File: src/rtl/rf_write_arbiter_pkg.sv
`default_nettype none
// ============================================================================
// Module  : rf_arb_pkg
// Brief   : Shared types and default sizing for the register-file write
//           arbiter (photon FIFO entry, issue-source select).
// Rev     : 1.0  initial release
// ============================================================================
package rf_arb_pkg;

   localparam int DEF_DEPTH = 4;
   localparam int DEF_AW    = 5;
   localparam int DEF_DW    = 32;

   // One queued photon write at default widths; live=0 means the entry
   // still occupies a slot but must never reach the register file.
   typedef struct packed {
      logic [DEF_AW-1:0] addr;
      logic [DEF_DW-1:0] data;
      logic              live;
   } ph_entry_t;

   // Which source owns the write port in the next cycle.
   typedef enum logic [1:0] {
      SRC_NONE   = 2'd0,
      SRC_CORE   = 2'd1,
      SRC_PHOTON = 2'd2
   } wr_src_e;

endpackage
`default_nettype wire

File: src/rtl/rf_write_arbiter_if.sv
`default_nettype none
// ============================================================================
// Module  : rf_write_arbiter_if
// Brief   : Bundle of core writeback, photon request and register-file write
//           signals around the write arbiter. master = surroundings,
//           slave = arbiter.
// Rev     : 1.0  initial release
// ============================================================================
interface rf_write_arbiter_if
   import rf_arb_pkg::*;
#(
   parameter int DEPTH = DEF_DEPTH,
   parameter int AW    = DEF_AW,
   parameter int DW    = DEF_DW
);
   logic                   core_we;
   logic [AW-1:0]          core_rd;
   logic [DW-1:0]          core_data;
   logic                   ph_valid;
   logic [AW-1:0]          ph_addr;
   logic [DW-1:0]          ph_data;
   logic                   ph_ready;
   logic                   rf_we;
   logic [AW-1:0]          rf_addr;
   logic [DW-1:0]          rf_data;
   logic                   ph_pending;
   logic [$clog2(DEPTH):0] ph_count;

   modport master (
      output core_we, core_rd, core_data, ph_valid, ph_addr, ph_data,
      input  ph_ready, rf_we, rf_addr, rf_data, ph_pending, ph_count
   );

   modport slave (
      input  core_we, core_rd, core_data, ph_valid, ph_addr, ph_data,
      output ph_ready, rf_we, rf_addr, rf_data, ph_pending, ph_count
   );
endinterface
`default_nettype wire

File: src/rtl/rf_arb_fifo.sv
`default_nettype none
// ============================================================================
// Module  : rf_arb_fifo
// Brief   : Photon write queue. Circular buffer with per-entry valid/live
//           bits; a core write to register X kills every queued entry for X
//           (and a same-cycle push to X) so the core value stays final.
//           Killed entries keep their slot until drained.
//           Macro RF_WRITE_ARB_STATS_EN adds a per-cycle killed-entry count.
// Rev     : 1.0  initial release
// ============================================================================
module rf_arb_fifo #(
   parameter  int DEPTH = 4,
   parameter  int AW    = 5,
   parameter  int DW    = 32,
   localparam int PW    = $clog2(DEPTH)
) (
   input  wire           clk,
   input  wire           Rst,
   input  wire           i_push,
   input  wire  [AW-1:0] i_push_addr,
   input  wire  [DW-1:0] i_push_data,
   input  wire           i_pop,
   input  wire           i_kill_en,
   input  wire  [AW-1:0] i_kill_addr,
   output logic [AW-1:0] o_head_addr,
   output logic [DW-1:0] o_head_data,
   output logic          o_head_live,
   output logic [PW:0]   o_count,
   output logic          o_ready,
   output logic          o_pending
`ifdef RF_WRITE_ARB_STATS_EN
   ,
   output logic [PW:0]   o_kill_cnt
`endif
);

   localparam logic [PW:0] c_full = (PW+1)'(DEPTH);

   logic [AW-1:0]    r_addr [DEPTH];
   logic [DW-1:0]    r_data [DEPTH];
   logic [DEPTH-1:0] r_valid;
   logic [DEPTH-1:0] r_live;
   logic [PW-1:0]    r_head;
   logic [PW-1:0]    r_tail;
   logic [PW:0]      r_count;
   logic [DEPTH-1:0] w_hit;
   logic             w_push_dead;

   // Per-entry address compare against the killing core write.
   generate
      for (genvar gi = 0; gi < DEPTH; gi++) begin : g_hit
         assign w_hit[gi] = i_kill_en & r_valid[gi] & (r_addr[gi] == i_kill_addr);
      end
   endgenerate

   // A push to x0, or to the register the core is writing now, is dead on arrival.
   assign w_push_dead = (i_push_addr == '0) | (i_kill_en & (i_push_addr == i_kill_addr));

   // Payload storage; no reset needed because valid bits gate every use.
   always_ff @(posedge clk) begin
      if (i_push) begin
         r_addr[r_tail] <= i_push_addr;
         r_data[r_tail] <= i_push_data;
      end
   end

   // Pointers, occupancy and valid/live flags. Push and pop never target the
   // same slot because pop needs count>0 and push needs count<DEPTH.
   always_ff @(posedge clk) begin
      if (Rst) begin
         r_head  <= '0;
         r_tail  <= '0;
         r_count <= '0;
         r_valid <= '0;
         r_live  <= '0;
      end else begin
         r_live <= r_live & ~w_hit;
         if (i_pop) begin
            r_valid[r_head] <= 1'b0;
            r_live[r_head]  <= 1'b0;
            r_head          <= r_head + 1'b1;
         end
         if (i_push) begin
            r_valid[r_tail] <= 1'b1;
            r_live[r_tail]  <= ~w_push_dead;
            r_tail          <= r_tail + 1'b1;
         end
         case ({i_push, i_pop})
            2'b10:   r_count <= r_count + 1'b1;
            2'b01:   r_count <= r_count - 1'b1;
            default: r_count <= r_count;
         endcase
      end
   end

   assign o_head_addr = r_addr[r_head];
   assign o_head_data = r_data[r_head];
   assign o_head_live = r_live[r_head];
   assign o_count     = r_count;
   assign o_ready     = (r_count != c_full);
   assign o_pending   = |(r_valid & r_live);

`ifdef RF_WRITE_ARB_STATS_EN
   // Entries that lose their live bit this cycle, plus a dead-on-arrival push.
   always_comb begin
      o_kill_cnt = '0;
      for (int i = 0; i < DEPTH; i++) begin
         if (w_hit[i] & r_live[i]) o_kill_cnt = o_kill_cnt + 1'b1;
      end
      if (i_push & w_push_dead) o_kill_cnt = o_kill_cnt + 1'b1;
   end
`endif

endmodule
`default_nettype wire

File: src/rtl/rf_write_arbiter.sv
`default_nettype none
// ============================================================================
// Module  : rf_write_arbiter
// Brief   : Merges core writeback and photon accelerator writes into one
//           registered register-file write port. Core always wins; photon
//           writes queue in rf_arb_fifo and drain in core-idle cycles.
//           Macro RF_WRITE_ARB_STATS_EN adds four 32-bit event counters.
// Rev     : 1.0  initial release
// ============================================================================
module rf_write_arbiter
   import rf_arb_pkg::*;
#(
   parameter int DEPTH = DEF_DEPTH,
   parameter int AW    = DEF_AW,
   parameter int DW    = DEF_DW
) (
   input  wire                clk,
   input  wire                Rst,
   rf_write_arbiter_if.slave  bus
`ifdef RF_WRITE_ARB_STATS_EN
   ,
   output logic [31:0]        stat_core_writes,
   output logic [31:0]        stat_ph_writes,
   output logic [31:0]        stat_ph_killed,
   output logic [31:0]        stat_full_cycles
`endif
);

   localparam int PW = $clog2(DEPTH);

   logic          w_core_hit;
   logic          w_push;
   logic          w_pop;
   logic [AW-1:0] w_head_addr;
   logic [DW-1:0] w_head_data;
   logic          w_head_live;
   logic [PW:0]   w_count;
   logic          w_ready;
   logic          w_pending;
   wr_src_e       w_src;
   logic          r_rf_we;
   logic [AW-1:0] r_rf_addr;
   logic [DW-1:0] r_rf_data;
`ifdef RF_WRITE_ARB_STATS_EN
   logic [PW:0]   w_kill_cnt;
`endif

   // x0 is hardwired, so a core write to it is no write at all.
   assign w_core_hit = bus.core_we & (|bus.core_rd);
   // Acceptance looks only at registered occupancy, never at a same-cycle pop.
   assign w_push     = bus.ph_valid & w_ready;
   assign w_pop      = ~w_core_hit & (w_count != '0);

   rf_arb_fifo #(
      .DEPTH (DEPTH),
      .AW    (AW),
      .DW    (DW)
   ) u_fifo (
      .clk         (clk),
      .Rst         (Rst),
      .i_push      (w_push),
      .i_push_addr (bus.ph_addr),
      .i_push_data (bus.ph_data),
      .i_pop       (w_pop),
      .i_kill_en   (w_core_hit),
      .i_kill_addr (bus.core_rd),
      .o_head_addr (w_head_addr),
      .o_head_data (w_head_data),
      .o_head_live (w_head_live),
      .o_count     (w_count),
      .o_ready     (w_ready),
      .o_pending   (w_pending)
`ifdef RF_WRITE_ARB_STATS_EN
      ,
      .o_kill_cnt  (w_kill_cnt)
`endif
   );

   // Issue select: core first, then a live head; a killed head drains silently.
   always_comb begin
      w_src = SRC_NONE;
      if (w_core_hit)              w_src = SRC_CORE;
      else if (w_pop & w_head_live) w_src = SRC_PHOTON;
   end

   // Output register; address/data hold when nothing issues.
   always_ff @(posedge clk) begin
      if (Rst) begin
         r_rf_we   <= 1'b0;
         r_rf_addr <= '0;
         r_rf_data <= '0;
      end else begin
         case (w_src)
            SRC_CORE: begin
               r_rf_we   <= 1'b1;
               r_rf_addr <= bus.core_rd;
               r_rf_data <= bus.core_data;
            end
            SRC_PHOTON: begin
               r_rf_we   <= 1'b1;
               r_rf_addr <= w_head_addr;
               r_rf_data <= w_head_data;
            end
            default: r_rf_we <= 1'b0;
         endcase
      end
   end

   assign bus.rf_we      = r_rf_we;
   assign bus.rf_addr    = r_rf_addr;
   assign bus.rf_data    = r_rf_data;
   assign bus.ph_ready   = w_ready;
   assign bus.ph_pending = w_pending;
   assign bus.ph_count   = w_count;

`ifdef RF_WRITE_ARB_STATS_EN
   logic [31:0] r_stat_core;
   logic [31:0] r_stat_ph;
   logic [31:0] r_stat_killed;
   logic [31:0] r_stat_full;

   // Free-running event counters, wrapping at 2^32.
   always_ff @(posedge clk) begin
      if (Rst) begin
         r_stat_core   <= '0;
         r_stat_ph     <= '0;
         r_stat_killed <= '0;
         r_stat_full   <= '0;
      end else begin
         if (w_src == SRC_CORE)         r_stat_core <= r_stat_core + 32'd1;
         if (w_src == SRC_PHOTON)       r_stat_ph   <= r_stat_ph + 32'd1;
         if (bus.ph_valid & ~w_ready)   r_stat_full <= r_stat_full + 32'd1;
         r_stat_killed <= r_stat_killed + 32'(w_kill_cnt);
      end
   end

   assign stat_core_writes = r_stat_core;
   assign stat_ph_writes   = r_stat_ph;
   assign stat_ph_killed   = r_stat_killed;
   assign stat_full_cycles = r_stat_full;
`endif

endmodule
`default_nettype wire

File: src/flat_wrapper.sv
// flat-port wrapper written by rule: the top's interface ports become plain ports
module rf_write_arbiter_flat import rf_arb_pkg::*;
#(
   parameter int DEPTH = DEF_DEPTH,
   parameter int AW    = DEF_AW,
   parameter int DW    = DEF_DW
)
  (clk, Rst, bus_core_we, bus_core_rd, bus_core_data, bus_ph_valid, bus_ph_addr, bus_ph_data, bus_ph_ready, bus_rf_we, bus_rf_addr, bus_rf_data, bus_ph_pending, bus_ph_count);
  rf_write_arbiter_if #(.DEPTH(DEPTH), .AW(AW), .DW(DW)) bus_i ();
  input  wire clk;
  input  wire Rst;
  input wire logic [$bits(bus_i.core_we)-1:0] bus_core_we;
  input wire logic [$bits(bus_i.core_rd)-1:0] bus_core_rd;
  input wire logic [$bits(bus_i.core_data)-1:0] bus_core_data;
  input wire logic [$bits(bus_i.ph_valid)-1:0] bus_ph_valid;
  input wire logic [$bits(bus_i.ph_addr)-1:0] bus_ph_addr;
  input wire logic [$bits(bus_i.ph_data)-1:0] bus_ph_data;
  output wire logic [$bits(bus_i.ph_ready)-1:0] bus_ph_ready;
  output wire logic [$bits(bus_i.rf_we)-1:0] bus_rf_we;
  output wire logic [$bits(bus_i.rf_addr)-1:0] bus_rf_addr;
  output wire logic [$bits(bus_i.rf_data)-1:0] bus_rf_data;
  output wire logic [$bits(bus_i.ph_pending)-1:0] bus_ph_pending;
  output wire logic [$bits(bus_i.ph_count)-1:0] bus_ph_count;
  assign bus_i.core_we = bus_core_we;
  assign bus_i.core_rd = bus_core_rd;
  assign bus_i.core_data = bus_core_data;
  assign bus_i.ph_valid = bus_ph_valid;
  assign bus_i.ph_addr = bus_ph_addr;
  assign bus_i.ph_data = bus_ph_data;
  assign bus_ph_ready = bus_i.ph_ready;
  assign bus_rf_we = bus_i.rf_we;
  assign bus_rf_addr = bus_i.rf_addr;
  assign bus_rf_data = bus_i.rf_data;
  assign bus_ph_pending = bus_i.ph_pending;
  assign bus_ph_count = bus_i.ph_count;
  rf_write_arbiter #(.DEPTH(DEPTH), .AW(AW), .DW(DW)) u_core (.clk(clk), .Rst(Rst), .bus(bus_i));
endmodule
File: config.mk
export PLATFORM = sky130hd
export DESIGN_NAME = rf_write_arbiter_flat
export DESIGN_NICKNAME = d
export VERILOG_FILES = /design/src/rtl/rf_write_arbiter_pkg.sv /design/src/rtl/rf_write_arbiter_if.sv /design/src/rtl/rf_arb_fifo.sv /design/src/rtl/rf_write_arbiter.sv /design/src/flat_wrapper.sv
export SDC_FILE = /design/constraint.sdc
export NUM_CORES = 1
export LEC_CHECK = 0
export BUFFER_PORTS_ARGS = -buffer_cell sky130_fd_sc_hd__buf_2
export CAP_MARGIN = 20
export CORE_UTILIZATION = 60
export DETAILED_ROUTE_END_ITERATION = 10
export PLACE_DENSITY_LB_ADDON = 0.3
export SYNTH_ARGS = -nofsm -noshare
export SYNTH_HDL_FRONTEND = slang
export SYNTH_SLANG_ARGS = --single-unit
File: constraint.sdc
create_clock -name clk -period 4.4 [get_ports clk]
set_input_delay 0.66 -clock clk [delete_from_list [all_inputs] [get_ports clk]]
set_output_delay 0.66 -clock clk [all_outputs]
set_load 0.02 [all_outputs]
-- Yosys cells after proc, flatten, opt, wreduce, memory -nomap -nowiden
Memories as Yosys holds them, arrays and structs flattened. A register that Yosys moved wholly into a read port is not among the register bits.
Cells that the tools add are included.
- register bits after elaboration: 53
- memory bits (writable): 148
- input port bits: 78
- output and inout port bits: 43
- memories: 2
- memories (memory ; depth ; bits a word ; read ports ; clocked after Yosys merged registers in ; write ports ; line ; RTL):
    u_core.u_fifo.r_data ; 4 ; 32 ; 1 ; 1 ; 1 ; rf_arb_fifo.sv:40 ; logic [DW-1:0] r_data [DEPTH];
    u_core.u_fifo.r_addr ; 4 ; 5 ; 5 ; 1 ; 1 ; rf_arb_fifo.sv:39 ; logic [AW-1:0] r_addr [DEPTH];
- add/subtract/negate cells: 4
- order comparisons: 4
- eq/ne operators: 10
- muxes and demuxes: 25
- bitwise operators: 23
- reductions and logical operators: 9
- operators with widths (kind ; count):
    $pmux 32 s2 ; 1
    $eq 5x5->1 ; 5
    $mux 4 ; 6
    $and 4x4->4 ; 4
    $and 1x1->1 ; 13
    $mux 2 ; 6
    $pmux 5 s2 ; 1
    $not 4->4 ; 2
    $lt 2x3->1 const B ; 2
    $mux 1 ; 6
    $pmux 3 s2 ; 1
    $logic_not 5->1 ; 1
    $reduce_or 5->1 ; 1
    $add 2x1->2 const B ; 2
    $bwmux 4 ; 1
    $demux 1 s2 ; 2
    $eq 2x1->1 const B ; 2
    $eq 2x2->1 const B ; 2
    $ge 2x1->1 const B ; 2
    $or 4x4->4 ; 1
    $reduce_bool 2->1 ; 2
    $reduce_or 4->1 ; 1
    $add 3x1->3 const B ; 1
    $ne 3x3->1 const B ; 1
    7 further kinds ; 9

-- Longest topological paths before layout
Gate-level depths: netlist of the first run.
- depth in word-level cells: 11
- depth in mapped cells: 10

-- By module
Synthesis of the first run repeated with hierarchy kept, for this count alone.
- cell total of the unflattened synthesis: 513
- area total of the unflattened synthesis: 8410.6 µm²
- by module, submodules not included (module ; times used ; cells an instance ; area each (µm²) ; seq. area each (µm²)):
    rf_arb_fifo ; 1 ; 328 ; 6485.0 ; 4784.6
    rf_write_arbiter ; 1 ; 185 ; 1925.6 ; 760.7

-- Worst setup path after synthesis of the first run
Ideal clock, no wire load.
- path type: in2reg
- start: in bus_core_rd[0]
- end: reg u_core.u_fifo.r_count[2], in the netlist u_core.u_fifo.o_count[2]
- arrival time: 2637 ps
- data required time: 4327 ps
- setup slack: 1690 ps
- cell stages on the path: 10
- path buffers: 1
- path through: clkbuf_1 -> o21ai_1 -> nand3_1 -> inv_1 -> ha_1 -> inv_1 -> fa_1 -> xor2_1 -> or3_1 -> a21oi_1
- cells in the longest elaborated chain, start to end: 6
- elaborated cells on any way between the ends: 8
- classes of those cells: eq/ne: 2; mux: 1; bitwise: 3; reduce/logical: 2
- RTL lines (item ; line ; RTL):
    start: declaration ; flat_wrapper.sv:13 ; input wire logic [$bits(bus_i.core_rd)-1:0] bus_core_rd;
    $reduce_or 5->1 (*) ; rf_write_arbiter.sv:49 ; assign w_core_hit = bus.core_we & (|bus.core_rd);
    $and 1x1->1 (*) ; rf_write_arbiter.sv:49 ;
    $not 1->1 (*) ; rf_write_arbiter.sv:52 ; assign w_pop = ~w_core_hit & (w_count != '0);
    $and 1x1->1 (*) ; rf_write_arbiter.sv:52 ;
    $eq 2x1->1 / $eq 2x2->1 (equally long branches) ; rf_arb_fifo.sv:88 ; case ({i_push, i_pop})
    $pmux 3 s2 / $reduce_bool 2->1 (equally long branches) ; n/a ;
    end signal: assignment ; rf_arb_fifo.sv:89 ; 2'b10: r_count <= r_count + 1'b1;
    end signal: assignment ; rf_arb_fifo.sv:90 ; 2'b01: r_count <= r_count - 1'b1;
    end signal: assignment ; rf_arb_fifo.sv:91 ; default: r_count <= r_count;
    end: declaration ; rf_arb_fifo.sv:45 ; logic [PW:0] r_count;
Mark *: on every way between the ends. The rest lies on a longest branch, timed or not.
A chain may end at the register's enable or synchronous reset.

-- Worst setup path in the final report of the first run
- start: in bus_core_rd[4]
- end: reg u_core.u_fifo.r_count[2], in the netlist u_core.u_fifo.o_count[2]
Same word-level chain as after synthesis.

==> flow_metrics.env, run 1 <==
export IMPL_outcome="finished, final reports clean"
export IMPL_drt_initial_drc_count=417
export IMPL_ant_nets=0
export IMPL_critical_path_arrival_ns=2.86
export IMPL_netlist_area_leader_share_pct=53.2
export IMPL_multiInputGateArea_sq_um=2580
export IMPL_grt_overflow_total=0
export IMPL_power_leakage_nw=3.50
export IMPL_max_vdd_ir_drop_mv=0.365
export IMPL_pin_count=121
export IMPL_async_reset_ff_share_pct=0
export IMPL_post_layout_total_power_mw=4.89
export IMPL_holdBufCountCts=0
export IMPL_detailedPlace_worstSlack_ns=1.47
export IMPL_grt_first_pass_wirelength_um=26300
export IMPL_worst_slew_pin_slew_ns=0.981
export IMPL_floorplan_die_area_sq_um=14400
export IMPL_ys_ff_latch=203
export IMPL_routed_wl_um=16800
export IMPL_clk_root_buffer_cell="sky130_fd_sc_hd__clkbuf_16"
export IMPL_area_growth_pct=15.8
export IMPL_grt_max_degree=44
export IMPL_timing_critical_path_cells="buf_2, o31ai_2, nand3_1, inv_1, ha_1, inv_1, fa_1, xor2_1, or3_1, a21oi_1"
export IMPL_die_h_um=120
export IMPL_post_route_cells_drive_above_1_share_pct=36.8
export IMPL_clock_fmax_mhz=408
export IMPL_startpoint="bus_core_rd[4]"
export IMPL_post_synth_num_cell_types=33
export IMPL_power_density_nw_per_um2=506
export IMPL_via_count=4878
export IMPL_max_cap_viol_count=0
export IMPL_cts_sink_count=203
export IMPL_unrepaired_setup_endpoints_after_global_routing="false"
export IMPL_hpwl_um=10200
export IMPL_dominant_combinational_cell_family_by_area_after_synthesis="multiplexers"
export IMPL_post_cts_resized=0
export IMPL_die_width_um=120
export IMPL_synthesis_area_per_instance_sq_um=16.3
export IMPL_globalRouteMet1Util_pct=30.6
export IMPL_final_critical_path_setup_slack_ns=1.95
export IMPL_critPathKind="in2reg"
export IMPL_detail_route_drc_violations=0
export IMPL_fp_row_count=42
export IMPL_cts_htree_levels=1
export IMPL_synthesis_area_sq_um=8350
export IMPL_reg2reg_setup_slack_ns=2.00
export IMPL_synth_edf_count=148
export IMPL_timing_final_hold_violations=0
export IMPL_endpoint_of_the_most_critical_register_to_register_path="u_core.u_fifo.o_count[2]"
export IMPL_drv_slew=0
export IMPL_clock_skew_ns=0.0152
export IMPL_synthesized_area_fraction_occupied_by_and_or_nand_nor_cells_pct=5.22
export IMPL_fin_tns_setup_ns=0
export IMPL_io_buffer_count=120
export IMPL_cts_root_to_sink_buffers=3
export IMPL_endpoint_kind="flip-flop"
export IMPL_clk_insertion_delay_late_ns=0.49
export IMPL_reg2regPathDepth=8
export IMPL_postSynth_topFlopCell="sky130_fd_sc_hd__edfxtp_1"
export IMPL_initial_antenna_violation_count=1
export IMPL_synth_nets=600
export IMPL_wl_per_cell_um=20.5
export IMPL_min_period_over_period_pct=55.6
export IMPL_fin_nets=714
export IMPL_regArea_sq_um=5550
export IMPL_grt_most_used_layer="met2"
export IMPL_yosys_area_share_adder_pct=1.59
export IMPL_synth_seq_area_share_pct=66.4
export IMPL_final_fill_count=856
export IMPL_path_common_cell="sky130_fd_sc_hd__inv_1"
export IMPL_number_of_buffers_created_by_cts=21
export IMPL_initial_utilization_pct=62.3
export IMPL_synthesis_instances=512
export IMPL_grtUsageMet2_pct=41.7
export IMPL_crit_path_start_kind="input pin"
export IMPL_synth_xor_xnor_area_share_pct=3.04
export IMPL_cts_tree="built"
export IMPL_synth_area_leaders="sky130_fd_sc_hd__edfxtp_1 53%, sky130_fd_sc_hd__dfxtp_1 13%, sky130_fd_sc_hd__mux4_2 10%"
export IMPL_met3_usage_pct=4.09
export IMPL_fraction_of_the_mapped_netlist_area_in_compound_gates_pct=6.83
export IMPL_relSlewSlack_pct=34.6
export IMPL_gr_usage_all_layers_pct=24.2
export IMPL_timing_critical_path_fanout_max=8
export IMPL_hp_start="bus_ph_data[22]"
export IMPL_worst_path_max_delay_cell="sky130_fd_sc_hd__o31ai_2"
export IMPL_dominant_cell_type_by_area_after_synthesis="sky130_fd_sc_hd__edfxtp_1"
export IMPL_finalSetupViolations=0
export IMPL_routabilityCongestion=0.876
export IMPL_viasPerCell=5.96
export IMPL_firstDrtPassIters=5
export IMPL_yosysWarnings=0
export IMPL_muxShareOfSynthArea_pct=14.2
export IMPL_clock_pin_slew_on_the_worst_setup_and_hold_paths_ns=0.06
export IMPL_first_global_vias=5033
export IMPL_post_cts_setup_buffer_count=0
export IMPL_cpPeakStageDelay_ns=0.48
export IMPL_hold_path_endpoint="u_core.u_fifo.r_data[3][22]"
export IMPL_min_path_type="in2reg"
export IMPL_worstHoldPathCells=1
export IMPL_regToRegStartpoint="u_core.u_fifo.o_count[2]"
export IMPL_timing_critical_path_required_ns=4.81
export IMPL_core_area_sq_um=13400
export IMPL_timing_final_crit_period_ns=2.45
area by class of cell:
cell class | count | share of cell area, %
Timing Repair Buffer | 125 | 6.60
Multi-Input combinational cell | 263 | 26.7
Inverter | 12 | 0.466
Tap cell | 176 | 2.28
Clock buffer | 28 | 5.92
Sequential cell | 203 | 57.4
Antenna cell | 2 | 0.0518
Clock inverter | 10 | 0.621
report_power, final:
group | switching, mW | internal [mW] | total [mW]
sequential | 0.141 | 2.26 | 2.40
combinational | 0.447 | 0.400 | 0.847
clock | 0.717 | 0.919 | 1.64
total | 1.31 | 3.58 | 4.89
sequential cells by signal, summed over array words and instances (netlist names), 3 cells and up, named ones only:
name and cells:
u_core.u_fifo.r_data 128, u_core.u_fifo.r_addr 20, u_core.u_fifo.r_live 4, u_core.bus.rf_addr 5
u_core.u_fifo.o_count 3, u_core.u_fifo.r_valid 4, u_core.bus.rf_data 32
logic make-up after synthesis:
family / after synthesis
DFF: 203
buffers and inverters: 46
and+or+nand+nor: 96
xor gates and xnor gates: 29
AOI/OAI and AO/OA: 57
muxes: 71
adders and majority gates: 10
through the flow:
stage	cells	utilization (%)	hold WS, ns	instance area (sq um)
finish	819	72.1	0.380	9670
global route	818	72.1	0.369	9660
CTS	817	72.1	0.363	9660
detailed placement	779	67.4	0.474	9030
global placement	779	67.4	0.464	9030
floorplan	512	-	0.449	8350
layer usage:
| layer | vias up | routed length [um] |
|---|---|---|
| met2 | 219 | 8580 |
| met4 | 0 | 548 |
| li1 | 2193 | - |
| met5 | - | 0 |
| met1 | 2421 | 6640 |
| met3 | 45 | 1060 |
cell usage after synthesis (9+ instances only):
cell type	n
sky130_fd_sc_hd__ha_1	9
sky130_fd_sc_hd__mux4_2	38
sky130_fd_sc_hd__xnor2_1	27
sky130_fd_sc_hd__edfxtp_1	148
sky130_fd_sc_hd__inv_1	12
sky130_fd_sc_hd__nand2_1	22
sky130_fd_sc_hd__a211oi_2	30
sky130_fd_sc_hd__nor2_1	45
sky130_fd_sc_hd__nand4_1	9
sky130_fd_sc_hd__a21oi_1	9
sky130_fd_sc_hd__clkbuf_1	17
sky130_fd_sc_hd__dfxtp_1	55
sky130_fd_sc_hd__mux2i_1	33
sky130_fd_sc_hd__buf_2	11
cell usage in the layout (no fill, tap or decap), types with 2 or more instances in the layout:
cell and n:
sky130_fd_sc_hd__nand4_1 9, sky130_fd_sc_hd__nor2_1 45, sky130_fd_sc_hd__dfxtp_1 53, sky130_fd_sc_hd__inv_2 4, sky130_fd_sc_hd__nand4b_1 4, sky130_fd_sc_hd__xnor2_1 27
sky130_fd_sc_hd__clkbuf_8 2, sky130_fd_sc_hd__o22ai_1 4, sky130_fd_sc_hd__or3_1 2, sky130_fd_sc_hd__mux4_2 38, sky130_fd_sc_hd__edfxtp_1 148, sky130_fd_sc_hd__dfxtp_2 2
sky130_fd_sc_hd__nand3_1 7, sky130_fd_sc_hd__diode_2 2, sky130_fd_sc_hd__nor3_1 5, sky130_fd_sc_hd__nand2_1 22, sky130_fd_sc_hd__xor2_1 2, sky130_fd_sc_hd__a311oi_1 5
sky130_fd_sc_hd__mux2i_1 33, sky130_fd_sc_hd__buf_2 120, sky130_fd_sc_hd__ha_1 9, sky130_fd_sc_hd__a22oi_1 2, sky130_fd_sc_hd__a21oi_1 9, sky130_fd_sc_hd__clkbuf_16 21
sky130_fd_sc_hd__a211oi_2 30, sky130_fd_sc_hd__inv_1 8, sky130_fd_sc_hd__clkinv_2 7, sky130_fd_sc_hd__clkbuf_1 5, sky130_fd_sc_hd__buf_4 5, sky130_fd_sc_hd__a211oi_1 2
worst max-delay path by stage:
stage,to,slack [ns]
floorplan,u_core.u_fifo.o_count[2],1.69
global placement,u_core.u_fifo.o_count[2],1.54
detailed placement,u_core.u_fifo.o_count[2],1.47
CTS,u_core.u_fifo.o_count[2],1.96
global route,u_core.u_fifo.o_count[2],1.81
finish,u_core.u_fifo.o_count[2],1.95
worst max-delay path, delay by kind of cell:
family,cells,cell delay [ns]
AOI/OAI and AO/OA,2,0.62
and+or+nand+nor,2,0.53
adders and majority gates,2,0.55
buffers and inverters,3,0.33
xor gates and xnor gates,1,0.15
(Power assumes the default switching activity.)
==> inputs of run 2 (changes only) <==
--- a/config.mk
+++ b/config.mk
@@ -7,7 +7,7 @@
 export LEC_CHECK = 0
 export BUFFER_PORTS_ARGS = -buffer_cell sky130_fd_sc_hd__buf_2
 export CAP_MARGIN = 20
-export CORE_UTILIZATION = 60
+export CORE_UTILIZATION = 51
 export DETAILED_ROUTE_END_ITERATION = 10
 export PLACE_DENSITY_LB_ADDON = 0.3
 export SYNTH_ARGS = -nofsm -noshare
==> constraint.sdc (replaced) <==
create_clock -name clk -period 2 [get_ports clk]
set_input_delay 0.3 -clock clk [delete_from_list [all_inputs] [get_ports clk]]
set_output_delay 0.3 -clock clk [all_outputs]
set_load 0.02 [all_outputs]
==> run 2 against run 1 <==
Effect of this change:
- utilization is 8.2 points lower
- critical path depth fell by 2
- critical endpoint unchanged
- hold slack worse by 0.36 ns
- sequential share of layout area down 2.9 points
- combinational power rose to 2.7 times the previous value
- global-route usage is 3.5 points lower
- flip-flop and latch count did not move
- sequential power rose by 120%
==> flow_metrics.env, run 2 (synthesis results as in run 1) <==
export IMPL_clk_insertion_delay_late_ns=0.50
export IMPL_max_vdd_ir_drop_mv=0.691
export IMPL_relSlewSlack_pct=64.3
export IMPL_via_count=4961
export IMPL_number_of_buffers_created_by_cts=22
export IMPL_firstDrtPassIters=4
export IMPL_seqPwrFrac_pct=46.6
export IMPL_hold_path_endpoint="u_core.u_fifo.r_data[3][22]"
export IMPL_initial_utilization_pct=52.4
export IMPL_critical_path_arrival_ns=2.42
export IMPL_fin_tns_setup_ns=0
export IMPL_fin_nets=747
export IMPL_floorplan_die_area_sq_um=16900
export IMPL_combinationalPowerShare_pct=20.6
export IMPL_routabilityCongestion=0.838
export IMPL_min_path_type="in2reg"
export IMPL_power_net_switching_mw=2.91
export IMPL_initial_antenna_violation_count=1
export IMPL_max_flop_register="u_core.u_fifo.r_data"
export IMPL_cts_htree_levels=1
export IMPL_die_width_um=130
export IMPL_endpoint_kind="flip-flop"
export IMPL_clk_root_buffer_cell="sky130_fd_sc_hd__clkbuf_16"
export IMPL_io_buffer_count=120
export IMPL_clock_fmax_mhz=501
export IMPL_timing_critical_path_cells="or3b_4, nand2_4, ha_4, inv_1, fa_2, xor2_1, or3_1, a21oi_2"
export IMPL_clock_skew_ns=0.0160
export IMPL_cts_sink_count=203
export IMPL_most_frequent_cells_in_the_layout="148 x sky130_fd_sc_hd__edfxtp_1, 120 x sky130_fd_sc_hd__buf_2, 50 x sky130_fd_sc_hd__dfxtp_1"
export IMPL_wl_per_cell_um=19.2
export IMPL_timing_critical_path_required_ns=2.42
export IMPL_finalSetupViolations=0
export IMPL_reg2regPathDepth=8
export IMPL_min_period_over_period_pct=99.9
export IMPL_critPathKind="reg2reg"
export IMPL_viasPerCell=5.56
export IMPL_cts_root_to_sink_buffers=3
export IMPL_post_route_cells_drive_above_1_share_pct=39.9
export IMPL_die_h_um=130
export IMPL_max_cap_viol_count=0
export IMPL_drv_slew=0
export IMPL_clock_power_share_pct=32.7
export IMPL_routed_wl_um=17200
export IMPL_gr_usage_all_layers_pct=20.6
export IMPL_fp_row_count=46
export IMPL_hpwl_um=10900
export IMPL_timing_final_crit_period_ns=2.00
export IMPL_cpPeakStageDelay_ns=0.41
export IMPL_cts_tree="built"
export IMPL_grt_max_degree=50
export IMPL_cp_num_buf_inv=1
export IMPL_post_layout_total_power_mw=11.1
export IMPL_worst_path_max_delay_cell="sky130_fd_sc_hd__or3b_4"
export IMPL_regToRegStartpoint="u_core.u_fifo.o_count[0]"
export IMPL_grt_overflow_total=0
export IMPL_netSwitchingFraction_pct=26.3
export IMPL_core_area_sq_um=15900
export IMPL_first_global_vias=4994
export IMPL_largest_register_ffs=128
export IMPL_pin_count=121
export IMPL_reg2reg_setup_slack_ns=0.002
export IMPL_crit_family="simple AND/OR/NAND/NOR gates"
export IMPL_unrepaired_setup_endpoints_after_global_routing="true"
export IMPL_hp_start="bus_ph_data[22]"
export IMPL_timing_critical_path_fanout_max=3
export IMPL_worst_slew_pin_slew_ns=0.531
export IMPL_critical_path_cell_count=8
export IMPL_crit_path_start_kind="flip-flop"
export IMPL_grt_first_pass_wirelength_um=26300
export IMPL_drt_initial_drc_count=340
export IMPL_power_density_nw_per_um2=1090
export IMPL_outcome="finished, final reports clean"
export IMPL_layout_cells_most_common="sky130_fd_sc_hd__edfxtp_1"
export IMPL_internal_power_mw=8.19
export IMPL_worstHoldPathCells=1
export IMPL_detail_route_drc_violations=0
export IMPL_ant_nets=0
export IMPL_timing_final_hold_violations=0
export IMPL_area_growth_pct=22.1
export IMPL_endpoint_of_the_most_critical_register_to_register_path="u_core.u_fifo.o_count[2]"
export IMPL_finalCoreUtilization_pct=63.9
export IMPL_clock_pin_slew_on_the_worst_setup_and_hold_paths_ns=0.06
export IMPL_power_leakage_nw=3.69
==> run 2: cell types whose count changed in the layout (fill, tap and decap cells not counted), moves of 3 or more <==
cell,previous run,this run
sky130_fd_sc_hd__buf_12,0,9
sky130_fd_sc_hd__buf_4,5,20
sky130_fd_sc_hd__clkinv_2,7,2
sky130_fd_sc_hd__dfxtp_1,53,50
sky130_fd_sc_hd__clkbuf_1,5,11
sky130_fd_sc_hd__dlygate4sd3_1,0,5
==> run 2: how the worst max path moves through the flow <==
stage,slack [ns],end,startpoint
after CTS,0.007,u_core.u_fifo.o_count[2],u_core.u_fifo.o_count[0]
final,0.002,u_core.u_fifo.o_count[2],u_core.u_fifo.o_count[0]
after detailed placement,-0.10,u_core.u_fifo.o_count[2],bus_core_rd[4]
after global placement,-0.08,u_core.u_fifo.o_count[2],bus_core_rd[4]
after global routing,-0.07,u_core.u_fifo.o_count[2],u_core.u_fifo.o_count[0]
after floorplan,-0.11,u_core.u_fifo.o_count[2],bus_core_rd[4]
==> run 2: what timing repair did <==
action,in CTS,in global routing
setup endpoints to repair,1,15
cloned,0,1
hold buffers,4,1
setup buffers,3,1
hold endpoints to repair,16,2
resized for setup,0,3
pin swaps,1,1
==> run 2: layout make-up <==
cell class / count / area [sq um]
clock inverters: 6 / 46.3
multi-input cells: 263 / 2630
repair buffers: 157 / 1030
inverters: 12 / 48.8
flip-flops and latches: 203 / 5560
clock buffers: 34 / 606
well taps: 216 / 270
diodes: 2 / 5.00
fillers: 1163 / 5750
==> run 2: per-layer routing <==
layer  wire length [um]  up-vias  global-route usage (%)  part of all wire, %
met2               8850      153                    35.7                   52
met3                871       23                    3.61                  5.1
met5                  0        -                       0                    0
li1                   -     2272                       -                    -
met1               7180     2513                    27.3                   42
met4                245        0                    5.06                  1.4
==> run 2: through the flow <==
stage	std cells	hold WS (ns)	setup WS [ns]	instance area, sq um
after floorplan	512	0.399	-0.107	8430
after global placement	841	0.469	-0.0824	9430
after detailed placement	841	0.474	-0.102	9430
after CTS	888	0.0000183	0.00740	10100
after global routing	892	0.0000480	-0.0706	10200
final	893	0.0194	0.00241	10200
==> run 2: worst reg2reg max path, stage by stage (launching register included) <==
cell and delay, ns:
sky130_fd_sc_hd__dfxtp_4 0.34, sky130_fd_sc_hd__or3b_4 0.41, sky130_fd_sc_hd__nand2_4 0.09, sky130_fd_sc_hd__ha_4 0.13, sky130_fd_sc_hd__inv_1 0.04, sky130_fd_sc_hd__fa_2 0.33, sky130_fd_sc_hd__xor2_1 0.15, sky130_fd_sc_hd__or3_1 0.32
sky130_fd_sc_hd__a21oi_2 0.11
==> run 2: power groups by stage <==
stage	Sequential (mW)	Clock [mW]	Combinational, mW
detailed placement	5.26	0	2.27
global route	5.22	3.88	2.49
floorplan	5.35	0	1.43
global placement	5.23	0	2.23
finish	5.18	3.63	2.29
CTS	5.18	3.71	2.30
